## src/rtl/hdmi_layer_arbiter.sv

```systemverilog
// hdmi_layer_arbiter: two-layer pixel fetch arbiter for the 720p HDMI path.
// Issues linear reads into two image buffers and returns the winning pixel
// one cycle later; layer config is shadowed and applied at each vs edge.
//
// Ports:
//   video_clk, rst        pixel clock, async active-high reset
//   vs                    field sync from timing generator
//   region_0/1_active     per-pixel region strobes
//   cfg_en0/1, cfg_prio1  CPU layer enables and overlap priority
//   cfg_bg                background colour (HDMI_ARB_BG_EN builds only)
//   ram0/1_rd, _addr      buffer read strobes and addresses
//   ram0/1_rdata          buffer read data, 1-cycle latency
//   img_r/g/b             selected pixel
//   frame_start           one-cycle pulse after each vs rise
//   overrun               sticky per-frame buffer overrun flag
//
// Option macro: HDMI_ARB_BG_EN adds cfg_bg and a background colour for
// pixels with no winner.

module hdmi_layer_arbiter #(
  parameter int IMG0_PIXELS = 65536,
  parameter int IMG1_PIXELS = 65536,
  parameter int ADDR_W      = 16
) (
  input  logic              video_clk,
  input  logic              rst,
  input  logic              vs,
  input  logic              region_0_active,
  input  logic              region_1_active,
  input  logic              cfg_en0,
  input  logic              cfg_en1,
  input  logic              cfg_prio1,
`ifdef HDMI_ARB_BG_EN
  input  logic [23:0]       cfg_bg,
`endif
  output logic              ram0_rd,
  output logic              ram1_rd,
  output logic [ADDR_W-1:0] ram0_addr,
  output logic [ADDR_W-1:0] ram1_addr,
  input  logic [23:0]       ram0_rdata,
  input  logic [23:0]       ram1_rdata,
  output logic [7:0]        img_r,
  output logic [7:0]        img_g,
  output logic [7:0]        img_b,
  output logic              frame_start,
  output logic              overrun
);

  localparam logic [ADDR_W-1:0] LAST0 =
    ADDR_W'(IMG0_PIXELS - 1);
  localparam logic [ADDR_W-1:0] LAST1 =
    ADDR_W'(IMG1_PIXELS - 1);
  localparam logic [ADDR_W-1:0] ONE = ADDR_W'(1);

  typedef enum logic {
    S_IDLE,
    S_RUN
  } state_t;

  // SEL_OFF: idle/reset black, SEL_BG: running with no winner.
  typedef enum logic [1:0] {
    SEL_OFF,
    SEL_BG,
    SEL_L0,
    SEL_L1
  } sel_t;

  state_t            state_q, state_d;
  sel_t              sel_q, sel_d;
  logic              vs_q;
  logic              en0_sh_q, en1_sh_q, prio1_sh_q;
  logic [ADDR_W-1:0] cnt0_q, cnt0_d;
  logic [ADDR_W-1:0] cnt1_q, cnt1_d;
  logic              wrap0_q, wrap0_d;
  logic              wrap1_q, wrap1_d;
  logic              ovr_q, ovr_d;
  logic              fs_q;
`ifdef HDMI_ARB_BG_EN
  logic [23:0]       bg_sh_q;
`endif

  logic              vs_rise;
  logic              run_w;
  logic              en0_w, en1_w, prio1_w;
  logic [ADDR_W-1:0] base0, base1;
  logic              wb0, wb1;
  logic              rd0_w, rd1_w;
  logic [23:0]       pix;

  // The rise is taken against last cycle's vs so that a strobe in the
  // rising cycle already sees the cleared counters and new settings;
  // those settings are what the shadows capture at the end of the cycle.
  always_comb begin
    vs_rise = vs & ~vs_q & ~rst;
    run_w   = (state_q == S_RUN) | vs_rise;
    en0_w   = vs_rise ? cfg_en0 : en0_sh_q;
    en1_w   = vs_rise ? cfg_en1 : en1_sh_q;
    prio1_w = vs_rise ? cfg_prio1 : prio1_sh_q;
    base0   = vs_rise ? '0 : cnt0_q;
    base1   = vs_rise ? '0 : cnt1_q;
    wb0     = vs_rise ? 1'b0 : wrap0_q;
    wb1     = vs_rise ? 1'b0 : wrap1_q;
    rd0_w   = run_w & region_0_active & en0_w;
    rd1_w   = run_w & region_1_active & en1_w;

    cnt0_d  = base0;
    wrap0_d = wb0;
    if (rd0_w) begin
      if (base0 == LAST0) begin
        cnt0_d  = '0;
        wrap0_d = 1'b1;
      end else begin
        cnt0_d = base0 + ONE;
      end
    end

    cnt1_d  = base1;
    wrap1_d = wb1;
    if (rd1_w) begin
      if (base1 == LAST1) begin
        cnt1_d  = '0;
        wrap1_d = 1'b1;
      end else begin
        cnt1_d = base1 + ONE;
      end
    end

    // A read after the wrap means the region is larger than its buffer.
    ovr_d = (vs_rise ? 1'b0 : ovr_q)
          | (rd0_w & wb0)
          | (rd1_w & wb1);

    if (!run_w)
      sel_d = SEL_OFF;
    else if (rd0_w && rd1_w)
      sel_d = prio1_w ? SEL_L1 : SEL_L0;
    else if (rd0_w)
      sel_d = SEL_L0;
    else if (rd1_w)
      sel_d = SEL_L1;
    else
      sel_d = SEL_BG;

    state_d = vs_rise ? S_RUN : state_q;
  end

  always_ff @(posedge video_clk or posedge rst) begin
    if (rst) begin
      state_q    <= S_IDLE;
      sel_q      <= SEL_OFF;
      vs_q       <= 1'b0;
      en0_sh_q   <= 1'b0;
      en1_sh_q   <= 1'b0;
      prio1_sh_q <= 1'b0;
      cnt0_q     <= '0;
      cnt1_q     <= '0;
      wrap0_q    <= 1'b0;
      wrap1_q    <= 1'b0;
      ovr_q      <= 1'b0;
      fs_q       <= 1'b0;
`ifdef HDMI_ARB_BG_EN
      bg_sh_q    <= '0;
`endif
    end else begin
      state_q <= state_d;
      sel_q   <= sel_d;
      vs_q    <= vs;
      cnt0_q  <= cnt0_d;
      cnt1_q  <= cnt1_d;
      wrap0_q <= wrap0_d;
      wrap1_q <= wrap1_d;
      ovr_q   <= ovr_d;
      fs_q    <= vs_rise;
      if (vs_rise) begin
        en0_sh_q   <= cfg_en0;
        en1_sh_q   <= cfg_en1;
        prio1_sh_q <= cfg_prio1;
`ifdef HDMI_ARB_BG_EN
        bg_sh_q    <= cfg_bg;
`endif
      end
    end
  end

  always_comb begin
    pix = '0;
    unique case (sel_q)
      SEL_L0:  pix = ram0_rdata;
      SEL_L1:  pix = ram1_rdata;
`ifdef HDMI_ARB_BG_EN
      SEL_BG:  pix = bg_sh_q;
`else
      SEL_BG:  pix = '0;
`endif
      default: pix = '0;
    endcase
  end

  assign ram0_rd     = rd0_w;
  assign ram1_rd     = rd1_w;
  assign ram0_addr   = base0;
  assign ram1_addr   = base1;
  assign img_r       = pix[23:16];
  assign img_g       = pix[15:8];
  assign img_b       = pix[7:0];
  assign frame_start = fs_q;
  assign overrun     = ovr_q;

endmodule

```

## config.mk

```make
export PLATFORM = sky130hd
export DESIGN_NAME = hdmi_layer_arbiter
export DESIGN_NICKNAME = d
export VERILOG_FILES = /design/src/rtl/hdmi_layer_arbiter.sv
export SDC_FILE = /design/constraint.sdc
export NUM_CORES = 1
export LEC_CHECK = 0
export BUFFER_PORTS_ARGS = -buffer_cell sky130_fd_sc_hd__buf_2
export CORE_UTILIZATION = 25
export CTS_BUF_LIST = sky130_fd_sc_hd__clkbuf_4
export CTS_CLUSTER_DIAMETER = 30
export CTS_CLUSTER_SIZE = 28
export DETAILED_ROUTE_END_ITERATION = 12
export PLACE_DENSITY = 0.59
export SLEW_MARGIN = 10
export SYNTH_ARGS = -nofsm -noshare
export SYNTH_HDL_FRONTEND = slang
export SYNTH_SLANG_ARGS = --single-unit
```

## constraint.sdc

```tcl
create_clock -name video_clk -period 2.95 [get_ports video_clk]
set_input_delay 0.4425 -clock video_clk [delete_from_list [all_inputs] [get_ports video_clk]]
set_output_delay 0.4425 -clock video_clk [all_outputs]
set_load 0.02 [all_outputs]
```

Yosys cells after proc, flatten, opt, wreduce, memory -nomap -nowiden
Cells that the tools add are included.
Widths: inputs -> output; s select.
{ "totals": {"output_inout_bits": 60, "regBits": 43, "wordCells": 54, "inputBits": 56} }
{ "classes": {"mux": 22, "n_reduce_logical": 1, "bitwise": 13, "eq_ne": 4, "add_sub_neg": 2} }
{ "op_table": {"columns": ["op", "n"], "rows": [
  ["$mux 16", 6],
  ["$pmux 24 s2", 1],
  ["$add 16x1->16 const B", 2],
  ["$eq 16x16->1 const B", 2],
  ["$mux 1", 11],
  ["$and 1x1->1", 8],
  ["$mux 2", 4],
  ["$eq 2x2->1 const B", 2],
  ["$or 1x1->1", 3],
  ["$not 1->1", 2],
  ["$logic_and 1x1->1", 1]
]} }

Logic depth before layout (Yosys ltp)
{ "depth": {"word_depth": 10, "depth_mapped": 10, "mapped_depth_nobuf": 7} }

Least setup slack after synthesis
OpenSTA, ideal clock, no wires.
{ "synth_path": {"path_type": "input to register", "from": "input port vs", "to": "register cnt0_q[10]", "setup_time_ns": 0.125, "path_buffers": 3, "t_arrival_ns": 2.529, "setup_slack_ns": 0.297, "path_stages": 10, "t_required_ns": 2.825, "path_cell_list": "or3b_1 > buf_6 > buf_2 > clkbuf_1 > and2_1 > ha_1 > and3_1 > nand3_1 > nor3_1 > mux2_2"} }
{ "synth_via": {"elab_chain_cells": 6, "word_cells_on_any_way": 11, "classes_between": "add/sub (1); eq/ne (1); mux (4); bitwise (5)"} }
{ "synth_rtl": {"columns": ["item", "line", "source"], "rows": [
  ["start, declared", "27", "input logic vs,"],
  ["$and 1x1->1 * (2 in series)", "94", "vs_rise = vs & ~vs_q & ~rst;"],
  ["$mux 16 *", "99", "base0 = vs_rise ? '0 : cnt0_q;"],
  ["named net ram0_addr[1]", "38", "output logic [ADDR_W-1:0] ram0_addr,"],
  ["$add 16x1->16 / $eq 16x16->1 (equally long branches)", "113, 109", null],
  ["$mux 16 *", "109", "if (base0 == LAST0) begin"],
  ["$mux 16 *", "108", "if (rd0_w) begin"],
  ["named net cnt0_d[10]", "72", "logic [ADDR_W-1:0] cnt0_q, cnt0_d;"],
  ["end signal, assigned", "168", "cnt0_q <= cnt0_d;"],
  ["end, declared", "72", null]
]} }
The timed path passes the listed nets; every way through them passes the cells marked *.
A chain may end at the register's enable or synchronous reset.

Worst setup path in the final report
{ "layout_path": {"from": "register vs_q", "to": "output port ram0_rd"} }
{ "layout_via": {"elab_chain_cells": 6, "word_cells_on_any_way": 7, "classes_between": "mux (1); bitwise (6)"} }
{ "layout_rtl": {"columns": ["item", "line", "source"], "rows": [
  ["start, declared", "70", "logic vs_q;"],
  ["start signal, assigned", "167", "vs_q <= vs;"],
  ["$not 1->1 *", "94", null],
  ["$and 1x1->1 * (2 in series)", "94", null],
  ["$or 1x1->1", "95", "run_w = (state_q == S_RUN) | vs_rise;"],
  ["$and 1x1->1", "103", "rd0_w = run_w & region_0_active & en0_w;"],
  ["$and 1x1->1 *", "103", null],
  ["end, declared", "36", "output logic ram0_rd,"]
]} }
Every way passes the cells marked *; elsewhere a longest branch is shown, timed or not.

==> run metrics <==
core area 0.0103 sq mm; # clock sinks 43; Nets 457; largest net degree at the start of global routing between 40 and 50; RSZ-0062 raised after global routing no; Chip Width 105 um; vias in the first global route 2269; CP arrival between 2 and 2.5 ns; RR Startpoint vs_q; Starting DRT DRC Count 89; I/O Buffers ~120; Post-Syn Nets 345; most used routing layer met2; Relative slew margins 57.4%; hpwl dp 5.17 mm; Post-CTS Resized 0; Tmin final between 2 and 2.5 ns; GRT overflow 0; synth unique cells 39; H-Tree Depth 2; Post-synth EDFFs 0; Chip Height 105 um; WS Path Type flop to primary output; crit-path max FO 6; worst min path class input pin to flop; hold path start vs; row cnt 37; number of setup buffers added after CTS 0; Worst-Margin Slew around 0.63 ns; Setup crit start vs_q; Initial Util 25.7%; Async SR Flop Fraction 100%; M3 GR Usage 3.12%; total track usage between 10% and 20%; sequential-to-total area share from yosys stat 40.5%; wire length of the first global-routing pass 10.8 mm; post-route setup TNS 0 ns; Yosys warnings 0; die area roughly 0.011 sq mm; WP data required 2.51 ns; clock tree from TritonCTS built; IO Pins 116; startpoint types flop; CTS Buf Count 5; Area growth syn-to-layout 29.0%; antenna-violating nets left 0; DRC 0; cell area after layout 0.00342 sq mm; power density over the cells 406 mW/mm^2; leakage power 1.92 nW; mapped cell area between 0.002 and 0.003 sq mm; Synth Instances about 290; maxcap violations 0; TritonRoute pass-1 iters 4; Yosys reg bits 43; Tcrit/Tclk final 83.9%; Main synth FF type dfrtp_1; Achievable Freq 404 MHz; clk root buf clkbuf_4; Bufs on Longest Clock Path 2; setup violators final 0; Hold-fix buffers, CTS 0; Clock transition at path regs 0.12 ns; Final Slew Violations 0; GP Congestion about 0.72; Layout Skew 0.0122 ns; placed cell areas 0.00337 sq mm; peak supply drop about 180 uV; met2 usage 20.7%; status finished, final reports clean; biggest regs cnt0_q: 16 flops, cnt1_q: 16 flops, sel_q: 2 flops; Worst Setup End Kind primary output; Antenna Cells 0; clk_lat worst skew 0.34 ns; share of cells above drive strength 1 35.4%; Final Hold Fails 0; initial antenna violation count 0; Vias 2435; mean area per synthesized cell 9.22 sq um; met1 Use GR 15.2%; final WL 6.71 mm; Vias per Instance between 4 and 5; per-cell routed wire length 12.5 um
worst max-delay path, cell delays in order, from the launching register on:
cell and delay (ns):
dfrtp_1 0.39, or3b_1 0.43, inv_4 0.09, mux2_2 0.40, inv_1 0.18, buf_2 0.20
where the power goes:
group | switching (mW) | total [mW] | internal [mW]
Sequential | 0.0422 | 0.674 | 0.632
Clock | 0.187 | 0.288 | 0.101
Combinational | 0.246 | 0.428 | 0.182
placed cells by master (no fill, tap or decap):
cell type	n
clkbuf_4	6
a21o_1	1
nand4_2	1
a21oi_1	5
buf_2	115
nor4_1	7
inv_1	11
nand3_1	13
nand2b_1	2
or4bb_1	1
inv_4	1
or2_2	1
or3_1	5
buf_4	4
a32o_1	1
nand4b_1	1
nor2b_1	24
or4b_4	1
xor2_1	10
clkinv_2	1
nor2_1	13
mux2i_1	24
nand4_1	5
xnor2_1	6
nand2_1	29
a211oi_1	3
a21boi_0	1
nor3_1	9
mux2_2	10
or3b_1	1
o2bb2ai_1	1
or4_1	3
o21ai_0	6
ha_1	1
nor4_4	1
o31ai_1	2
and3_1	6
and2_1	25
clkinvlp_4	1
dfrtp_1	43
through the flow:
step	std cells	power [mW]	worst slack (ns)	utilization [%]	hold WS, ns
floorplan	288	0.967	0.297	-	0.450
global placement	529	1.12	0.599	32.6	0.480
detailed placement	529	1.12	0.560	32.6	0.480
CTS	537	1.42	0.429	33.2	0.199
global route	537	1.49	0.298	33.2	0.187
finish	537	1.39	0.475	33.2	0.221
kinds of logic (layout without fill, tap and decap cells):
kind of cell	count (synthesis)	count (layout)	share of synthesized area, %
mux	34	34	13.3
xor+xnor	16	16	5.28
fa+ha+maj	1	1	0.471
simple gates	148	148	31.5
compound gates	20	20	4.76
flops	43	43	40.5
buf+inv	26	139	4.19
synth_stat cells (6+ instances only):
cell type | n | area share [%]
nor2_1 | 13 | 1.8
o21ai_0 | 6 | 1.1
xnor2_1 | 6 | 2.0
nand2_1 | 29 | 4.1
nor2b_1 | 24 | 5.7
nand3_1 | 13 | 2.5
and2_1 | 25 | 5.9
inv_1 | 11 | 1.6
mux2i_1 | 24 | 9.0
xor2_1 | 10 | 3.3
nor3_1 | 9 | 1.7
and3_1 | 6 | 1.4
clkbuf_1 | 8 | 1.1
mux2_2 | 10 | 4.2
nor4_1 | 7 | 1.6
dfrtp_1 | 43 | 41
layout make-up:
| cell class | instances | area, sq um |
|---|---|---|
| fillers | 1079 | 6900 |
| clock buffers | 6 | 45.0 |
| inverters | 12 | 47.5 |
| well taps | 136 | 170 |
| clock inverters | 2 | 12.5 |
| multi-input cells | 219 | 1470 |
| repair buffers | 119 | 606 |
| flip-flops and latches | 43 | 1080 |
worst paths after layout:
| check | end | slack (ns) | cells past startpoint |
|---|---|---|---|
| hold reg to reg | en0_sh_q | 0.51 | 2 |
| setup / recovery | ram0_rd | 0.48 | 5 |
| setup reg to reg | cnt0_q[10] | 0.75 | 7 |
| hold / removal | vs_q | 0.22 | 1 |
| max in group asynchronous | cnt1_q[8] | 2.32 | 3 |
| min in group asynchronous | cnt0_q[1] | 0.23 | 3 |
metal layers:
metal / wire length, um / vias to the layer above
met2: 3150 / 97
met1: 3010 / 1119
met5: 0 / -
met4: 68 / 0
li1: - / 1212
met3: 481 / 7
Power figures use the tool's default switching activity.
